## src/rtl/wchan_router.sv

```systemverilog
// wchan_router: forward-path AXI write router for master M1.
// Latches one AW burst, decodes it to S0, S1 or the default slave (DS), then
// steers the W beats to that slave. It stays locked until the M1 B handshake.
// Slave-side IDs are widened to {MASTER_TAG, AWID} for the return-path mux.
module wchan_router #(
    parameter int              ID_W       = 4,
    parameter int              IDS_W      = 8,
    parameter int              ADDR_W     = 32,
    parameter int              DATA_W     = 32,
    parameter logic [3:0]      MASTER_TAG = 4'd1,
    parameter logic [ADDR_W-1:0] S0_BASE  = 32'h0000_0000,
    parameter logic [ADDR_W-1:0] S1_BASE  = 32'h0001_0000
) (
    input  logic                clk,
    input  logic                rst,
    // M1 write address channel
    input  logic [ID_W-1:0]     M1_AWID,
    input  logic [ADDR_W-1:0]   M1_AWADDR,
    input  logic [3:0]          M1_AWLEN,
    input  logic [2:0]          M1_AWSIZE,
    input  logic [1:0]          M1_AWBURST,
    input  logic                M1_AWVALID,
    output logic                M1_AWREADY,
    // M1 write data channel
    input  logic [DATA_W-1:0]   M1_WDATA,
    input  logic [DATA_W/8-1:0] M1_WSTRB,
    input  logic                M1_WLAST,
    input  logic                M1_WVALID,
    output logic                M1_WREADY,
    // snooped M1 write response handshake
    input  logic                M1_BVALID,
    input  logic                M1_BREADY,
    // S0
    output logic [IDS_W-1:0]    S0_AWID,
    output logic [ADDR_W-1:0]   S0_AWADDR,
    output logic [3:0]          S0_AWLEN,
    output logic [2:0]          S0_AWSIZE,
    output logic [1:0]          S0_AWBURST,
    output logic                S0_AWVALID,
    input  logic                S0_AWREADY,
    output logic [DATA_W-1:0]   S0_WDATA,
    output logic [DATA_W/8-1:0] S0_WSTRB,
    output logic                S0_WLAST,
    output logic                S0_WVALID,
    input  logic                S0_WREADY,
    // S1
    output logic [IDS_W-1:0]    S1_AWID,
    output logic [ADDR_W-1:0]   S1_AWADDR,
    output logic [3:0]          S1_AWLEN,
    output logic [2:0]          S1_AWSIZE,
    output logic [1:0]          S1_AWBURST,
    output logic                S1_AWVALID,
    input  logic                S1_AWREADY,
    output logic [DATA_W-1:0]   S1_WDATA,
    output logic [DATA_W/8-1:0] S1_WSTRB,
    output logic                S1_WLAST,
    output logic                S1_WVALID,
    input  logic                S1_WREADY,
    // default slave
    output logic [IDS_W-1:0]    DS_AWID,
    output logic [ADDR_W-1:0]   DS_AWADDR,
    output logic [3:0]          DS_AWLEN,
    output logic [2:0]          DS_AWSIZE,
    output logic [1:0]          DS_AWBURST,
    output logic                DS_AWVALID,
    input  logic                DS_AWREADY,
    output logic [DATA_W-1:0]   DS_WDATA,
    output logic [DATA_W/8-1:0] DS_WSTRB,
    output logic                DS_WLAST,
    output logic                DS_WVALID,
    input  logic                DS_WREADY,
    // M1_WLAST disagreed with the regenerated last on a W handshake
    output logic                WLAST_ERR
);

    localparam logic [1:0] ST_IDLE = 2'd0;
    localparam logic [1:0] ST_AW   = 2'd1;
    localparam logic [1:0] ST_W    = 2'd2;
    localparam logic [1:0] ST_B    = 2'd3;

    // sel bit order: [0]=S0, [1]=S1, [2]=DS
    logic [1:0]        state_q, state_d;
    logic [2:0]        sel_q, sel_d;
    logic [3:0]        beat_q, beat_d;
    logic [ID_W-1:0]   awid_q, awid_d;
    logic [ADDR_W-1:0] awaddr_q, awaddr_d;
    logic [3:0]        awlen_q, awlen_d;
    logic [2:0]        awsize_q, awsize_d;
    logic [1:0]        awburst_q, awburst_d;

    logic       run;
    logic [2:0] dec_sel;
    logic       sel_awready, sel_wready;
    logic       aw_hs, w_hs, b_hs, last_beat;
    logic [2:0] awvalid_vec, wvalid_vec;

    assign run = ~rst;

    // Address decode with S0 taking precedence over S1, everything else to DS
    always_comb begin
        dec_sel = 3'b100;
        if (M1_AWADDR[ADDR_W-1:16] == S0_BASE[ADDR_W-1:16]) begin
            dec_sel = 3'b001;
        end else if (M1_AWADDR[ADDR_W-1:16] == S1_BASE[ADDR_W-1:16]) begin
            dec_sel = 3'b010;
        end
    end

    assign sel_awready = |(sel_q & {DS_AWREADY, S1_AWREADY, S0_AWREADY});
    assign sel_wready  = |(sel_q & {DS_WREADY, S1_WREADY, S0_WREADY});
    assign aw_hs       = (state_q == ST_IDLE) && M1_AWVALID;
    assign w_hs        = (state_q == ST_W) && M1_WVALID && sel_wready;
    assign b_hs        = M1_BVALID && M1_BREADY;
    assign last_beat   = (beat_q == awlen_q);

    // Next-state logic: burst sequencing and AW field capture
    always_comb begin
        state_d   = state_q;
        sel_d     = sel_q;
        beat_d    = beat_q;
        awid_d    = awid_q;
        awaddr_d  = awaddr_q;
        awlen_d   = awlen_q;
        awsize_d  = awsize_q;
        awburst_d = awburst_q;
        case (state_q)
            ST_IDLE: begin
                if (aw_hs) begin
                    state_d   = ST_AW;
                    sel_d     = dec_sel;
                    awid_d    = M1_AWID;
                    awaddr_d  = M1_AWADDR;
                    awlen_d   = M1_AWLEN;
                    awsize_d  = M1_AWSIZE;
                    awburst_d = M1_AWBURST;
                end
            end
            ST_AW: begin
                if (sel_awready) begin
                    state_d = ST_W;
                    beat_d  = '0;
                end
            end
            ST_W: begin
                // AWLEN alone ends the burst; M1_WLAST is only checked
                if (w_hs) begin
                    if (last_beat) begin
                        state_d = ST_B;
                    end else begin
                        beat_d = beat_q + 4'd1;
                    end
                end
            end
            default: begin
                if (b_hs) begin
                    state_d = ST_IDLE;
                end
            end
        endcase
    end

    // State registers with synchronous reset
    always_ff @(posedge clk) begin
        if (rst) begin
            state_q   <= ST_IDLE;
            sel_q     <= '0;
            beat_q    <= '0;
            awid_q    <= '0;
            awaddr_q  <= '0;
            awlen_q   <= '0;
            awsize_q  <= '0;
            awburst_q <= '0;
        end else begin
            state_q   <= state_d;
            sel_q     <= sel_d;
            beat_q    <= beat_d;
            awid_q    <= awid_d;
            awaddr_q  <= awaddr_d;
            awlen_q   <= awlen_d;
            awsize_q  <= awsize_d;
            awburst_q <= awburst_d;
        end
    end

    // Every output is forced low while reset is held
    assign M1_AWREADY  = run && (state_q == ST_IDLE);
    assign M1_WREADY   = run && (state_q == ST_W) && sel_wready;
    assign WLAST_ERR   = run && w_hs && (M1_WLAST != last_beat);
    assign awvalid_vec = (run && state_q == ST_AW) ? sel_q : 3'b000;
    assign wvalid_vec  = (run && state_q == ST_W && M1_WVALID) ? sel_q : 3'b000;

    assign {DS_AWVALID, S1_AWVALID, S0_AWVALID} = awvalid_vec;
    assign {DS_WVALID,  S1_WVALID,  S0_WVALID}  = wvalid_vec;

    assign S0_AWID    = run ? {MASTER_TAG, awid_q} : '0;
    assign S1_AWID    = S0_AWID;
    assign DS_AWID    = S0_AWID;
    assign S0_AWADDR  = run ? awaddr_q : '0;
    assign S1_AWADDR  = S0_AWADDR;
    assign DS_AWADDR  = S0_AWADDR;
    assign S0_AWLEN   = run ? awlen_q : '0;
    assign S1_AWLEN   = S0_AWLEN;
    assign DS_AWLEN   = S0_AWLEN;
    assign S0_AWSIZE  = run ? awsize_q : '0;
    assign S1_AWSIZE  = S0_AWSIZE;
    assign DS_AWSIZE  = S0_AWSIZE;
    assign S0_AWBURST = run ? awburst_q : '0;
    assign S1_AWBURST = S0_AWBURST;
    assign DS_AWBURST = S0_AWBURST;

    assign S0_WDATA   = run ? M1_WDATA : '0;
    assign S1_WDATA   = S0_WDATA;
    assign DS_WDATA   = S0_WDATA;
    assign S0_WSTRB   = run ? M1_WSTRB : '0;
    assign S1_WSTRB   = S0_WSTRB;
    assign DS_WSTRB   = S0_WSTRB;
    assign S0_WLAST   = run && (state_q == ST_W) && last_beat;
    assign S1_WLAST   = S0_WLAST;
    assign DS_WLAST   = S0_WLAST;

endmodule

```

## config.mk

```make
export PLATFORM = sky130hd
export DESIGN_NAME = wchan_router
export DESIGN_NICKNAME = d
export VERILOG_FILES = /design/src/rtl/wchan_router.sv
export SDC_FILE = /design/constraint.sdc
export NUM_CORES = 1
export LEC_CHECK = 0
export CELL_PAD_IN_SITES_DETAIL_PLACEMENT = 1
export CELL_PAD_IN_SITES_GLOBAL_PLACEMENT = 1
export CORE_MARGIN = 5
export CORE_UTILIZATION = 21
export DETAILED_ROUTE_END_ITERATION = 12
export GPL_TIMING_DRIVEN = 0
export PLACE_DENSITY_LB_ADDON = 0.1
export SLEW_MARGIN = 10
export SYNTH_ARGS = -nofsm -noshare
export SYNTH_HDL_FRONTEND = slang
export SYNTH_SLANG_ARGS = --single-unit
```

## constraint.sdc

```tcl
create_clock -name clk -period 2.1 [get_ports clk]
set_input_delay 0.21 -clock clk [delete_from_list [all_inputs] [get_ports clk]]
set_output_delay 0.21 -clock clk [all_outputs]
set_load 0.03 [all_outputs]
```

# Word level (Yosys, flattened, before mapping)
# Cells that the tools add are included.
totals:
  regBits: 54
  input_bits: 94
  output_inout_bits: 267
  elab_cells: 64
classes:
  n_addsub: 1
  eq_ne: 10
  mux: 21
  bitwise: 3
  n_reduce_logical: 21
op_table:
  columns: ["op", "n"]
  rows:
  - ["$mux W32", 2]
  - ["$mux W4", 5]
  - ["$eq A16 B1 Y1 const B", 1]
  - ["$logic_not A16 Y1", 1]
  - ["$mux W3", 5]
  - ["$logic_and A1 B1 Y1", 12]
  - ["$mux W2", 6]
  - ["$ne A2 B2 Y1 const B", 5]
  - ["$pmux W4 S2", 1]
  - ["$and A3 B3 Y3", 2]
  - ["$pmux W2 S3", 1]
  - ["$reduce_or A3 Y1", 2]
  - ["$mux W5", 1]
  - ["$reduce_and A5 Y1", 1]
  - ["$add A4 B1 Y4 const B", 1]
  - ["$eq A4 B4 Y1", 1]
  - ["$reduce_and A4 Y1", 1]
  - ["$reduce_bool A4 Y1", 1]
  - ["$eq A2 B1 Y1 const B", 1]
  - ["$eq A2 B2 Y1 const B", 1]
  - ["$logic_not A2 Y1", 1]
  - ["$reduce_and A2 Y1", 1]
  - ["$reduce_bool A2 Y1", 1]
  - ["$ne A1 B1 Y1", 1]
  - ["$not A1 Y1", 1]

# Depth between registers and ports, before layout
logic_depth:
  word_depth: 5
  mapped_depth: 7
  ltp_nobuf: 6

# Worst setup path before layout
# OpenSTA, ideal clock, no wires.
synth_timing:
  path_kind: "reg-to-output"
  start: "register beat_q[0]"
  end: "output S0_WLAST"
  arrival_ps: 1818
  t_required_ps: 1890
  path_slack_ps: 72
  path_stages_with_launch: 5
  path_buffers: 1
  path_cell_list: "dfxtp_1 -> xor2_1 -> or4_4 -> nor2_1 -> buf_4"
synth_between:
  elab_chain_cells: 2
synth_rtl:
  columns: ["item", "line_no", "source"]
  rows:
  - ["start: declaration", "84", "logic [3:0] beat_q, beat_d;"]
  - ["start signal: assignment", "176", "beat_q <= beat_d;"]
  - ["$eq A4 B4 Y1", "114", "assign last_beat = (beat_q == awlen_q);"]
  - ["$logic_and A1 B1 Y1", "217", "assign S0_WLAST = run && (state_q == ST_W) && last_beat;"]
  - ["end: declaration", "43", "output logic S0_WLAST,"]
# Every way passes these cells.

# Worst setup path after layout
layout_timing:
  start: "register beat_q[0]"
  end: "output S1_WLAST"
layout_between:
  elab_chain_cells: 2
layout_rtl:
  columns: ["item", "line_no", "source"]
  rows:
  - ["$eq A4 B4 Y1", "114", null]
  - ["$logic_and A1 B1 Y1", "217", null]
  - ["end: declaration", "56", "output logic S1_WLAST,"]
# Every way passes these cells.

==> metrics.md <==
| Metric | Value |
|---|---|
| Outcome | completed |
| Pwr Density | ~670 nW/um2 |
| Leakage power | between 3 and 4 nW |
| Distinct cells, synth | 39 |
| Yosys warning count | 0 |
| Clock latency at the later pin of the worst-skew pair | about 0.29 ns |
| Clk buf depth | 2 |
| Critical Path Start Type | flip-flop |
| Crit-path max FO | 5 |
| Share of post-route cells with drive strength above 1 | 0.438 |
| Core ar. | 19500 um2 |
| Dpl ws | -1.33 ns |
| PortBufs | 351 |
| Setup Skew | ~0.0039 ns |
| Root buf cell | clkbuf_16 |
| Site Rows | 51 |
| Area occupied by multi-input gates | around 1800 um2 |
| Hold_buf cts | 0 |
| Fin. max-slew vios | 0 |
| Initial antenna violation count | 0 |
| Final Hold Viols | 0 |
| Cells after synthesis | approximately 560 |
| Die area | between 20000 and 25000 um2 |
| Final WS setup | 0.0460 ns |
| Top cell type's share of synthesized area | 0.317 |
| GPL Wtd Cong | approximately 0.8 |
| Synth top cells by count | 176 x buf_4, 98 x nand2_1, 87 x nor2b_1 |
| Die height | approximately 150 um |
| Flop2flop setup slack | between 0.3 and 0.4 ns |
| Critical setup path kind | flip-flop to output port |
| H-tree depth | 2 |
| Chip width | between 150 and 200 um |
| Grt total ovfl | 0 |
| Filler Cells Inserted | ~2400 |
| Nets | roughly 1000 |
| Remaining DRCs | 0 |
| FF+latch count, synth | 54 |
| WL final | 19800 um |
| DR pass1 iterations | 4 |
| Syn_area_per_cell | around 7.5 um2 |
| CTS tree | built |
| Min Tclk post-route | around 2.1 ns |
| Synthesized area | about 4200 um2 |
| Synth Flop Type | dfxtp_1 |
| Vias | between 4000 and 5000 |
| Sequential-to-total area share from yosys stat | 0.259 |
| RSZ-0062 raised after global routing | false |
| Leading area contributor after synthesis | buf_4 |
| Synth top area cells | buf_4 32%, dfxtp_1 26%, nor2b_1 13% |
| Global-route wire length before repair | between 20000 and 30000 um |
| Avg WL per Cell | 16.6 um |
| Most common cell in the synthesized netlist | buf_4 |
| FMAX | roughly 0.49 GHz |
| Via count of the first global-routing pass | between 5000 and 6000 |
| Hold wc startpoint | awaddr_q[8] |
| 1st-iter DRT viols | 65 |
| Clock transition at path regs | around 0.070 ns |
| EDFF count, synth | 0 |
| Number of buffers created by CTS | 5 |
| Final ANT Viol Nets | 0 |
| Reg2reg start | state_q[1] |
| Total power | approximately 5.5 mW |
| Reg2reg path depth | 6 |
| CP Data Required Time | between 1.5 and 2 ns |
| Number of inserted diodes | 0 |
| CTS sink count | between 50 and 60 |
| Finish-stage setup viols | 0 |
| Post-synth ARST share | 0 |
| Pin count of the biggest net entering global routing | 16 |
| Vias/cell | ~4 |
| Crit. Startpoint | beat_q[0] |
| WP data arrival | approximately 1.8 ns |
| Max Cap Viol | 0 |
| Max VDD drop | roughly 0.32 mV |
| CP Capture Type | output port |
| HPWL after DPL | 17100 um |
| Fin crit share | 0.978 |
| Starting Density | 0.213 |
| Hold Crit Depth | 2 |
| Reg area | 1090 um2 |
| I/O Pins | 361 |
| Area growth syn-to-layout | 95.4% |
| Gr usage total | 0.161 |
| Hold WC Path Type | flip-flop to flip-flop |
[path summary, 6_finish.rpt]
path | end
max reg2reg | beat_q[2]
min reg2reg | awaddr_q[8]
max | S1_WLAST
min | awaddr_q[8]
[what timing repair did]
action / CTS / global route
setup buffers: 4 / 0
pin swaps: 3 / 3
endpoints found under the setup margin: 295 / 208
resized for setup: 562 / 124
[kinds of logic after synthesis]
kind of cell / after synthesis / share of synthesized area
AND/OR/NAND/NOR: 217 / 0.267
buffers and inverters: 206 / 0.345
AO/OA/AOI/OAI: 68 / 0.100
flip-flops: 54 / 0.259
adder cells (fa/ha/maj): 5 / 0.0150
XOR/XNOR: 5 / 0.0105
other: 1 / 0.000900
multiplexers: 1 / 0.00240
[sequential cells by signal, summed over array words and instances, names as in the netlist]
name       cells
awaddr_q      32
awburst_q      2
awid_q         4
awlen_q        4
awsize_q       3
beat_q         4
sel_q          3
state_q        2
[layer usage]
layer / up-vias / GRT usage / routed length [um]
met5: - / 0 / 0
met4: 0 / 0.0408 / 412
met3: 22 / 0.0586 / 1980
met2: 214 / 0.313 / 10500
met1: 2200 / 0.161 / 6910
li1: 2334 / - / -
[critical path, cell delays in order, from the launching register on]
cell	delay [ns]
dfxtp_4	0.37
xor2_2	0.20
or4_4	0.59
nor2_4	0.16
buf_4	0.12
buf_6	0.12
[layout by cell type (no fill, tap or decap), drive strengths merged, types with 3 or more instances in the layout]
master	n
clkdlybuf4s50	92
dlygate4sd2	79
nor3	4
nor2	7
a211oi	3
a211o	5
clkbuf	84
conb	9
inv	3
and2	4
nand3	3
nor4	5
clkdlybuf4s15	106
and3	3
nand2	98
dfxtp	54
xor2	4
clkdlybuf4s18	3
ha	5
nor2b	87
a21oi	49
buf	198
[stage by stage]
stage | util | std cells | instance area [um2] | setup TNS [ns] | hold WS (ns)
after floorplan | - | 565 | 4200 | 0 | 0.346
after global placement | 0.412 | 1181 | 8040 | -212.26 | 0.438
after detailed placement | 0.412 | 1181 | 8040 | -219.55 | 0.445
after CTS | 0.427 | 1192 | 8340 | -0.00521 | 0.453
after global routing | 0.417 | 1192 | 8140 | 0 | 0.468
final | 0.417 | 1192 | 8140 | 0 | 0.450
[area by class of cell]
class,instances,share of cell area
buffer,202,0.183
sequential,54,0.134
inverter,4,0.00230
multi-input combinational,305,0.225
clock buffer,6,0.0171
timing repair buffer,355,0.395
tap,265,0.0407
clock inverter,1,0.00369
[power by group]
| group | switching (mW) | internal [mW] | leakage (nW) |
|---|---|---|---|
| Clock | 0.383 | 0.590 | 0.0829 |
| Sequential | 0.112 | 1.20 | 0.445 |
| Combinational | 1.88 | 1.30 | 3.44 |
(Power assumes the default switching activity.)
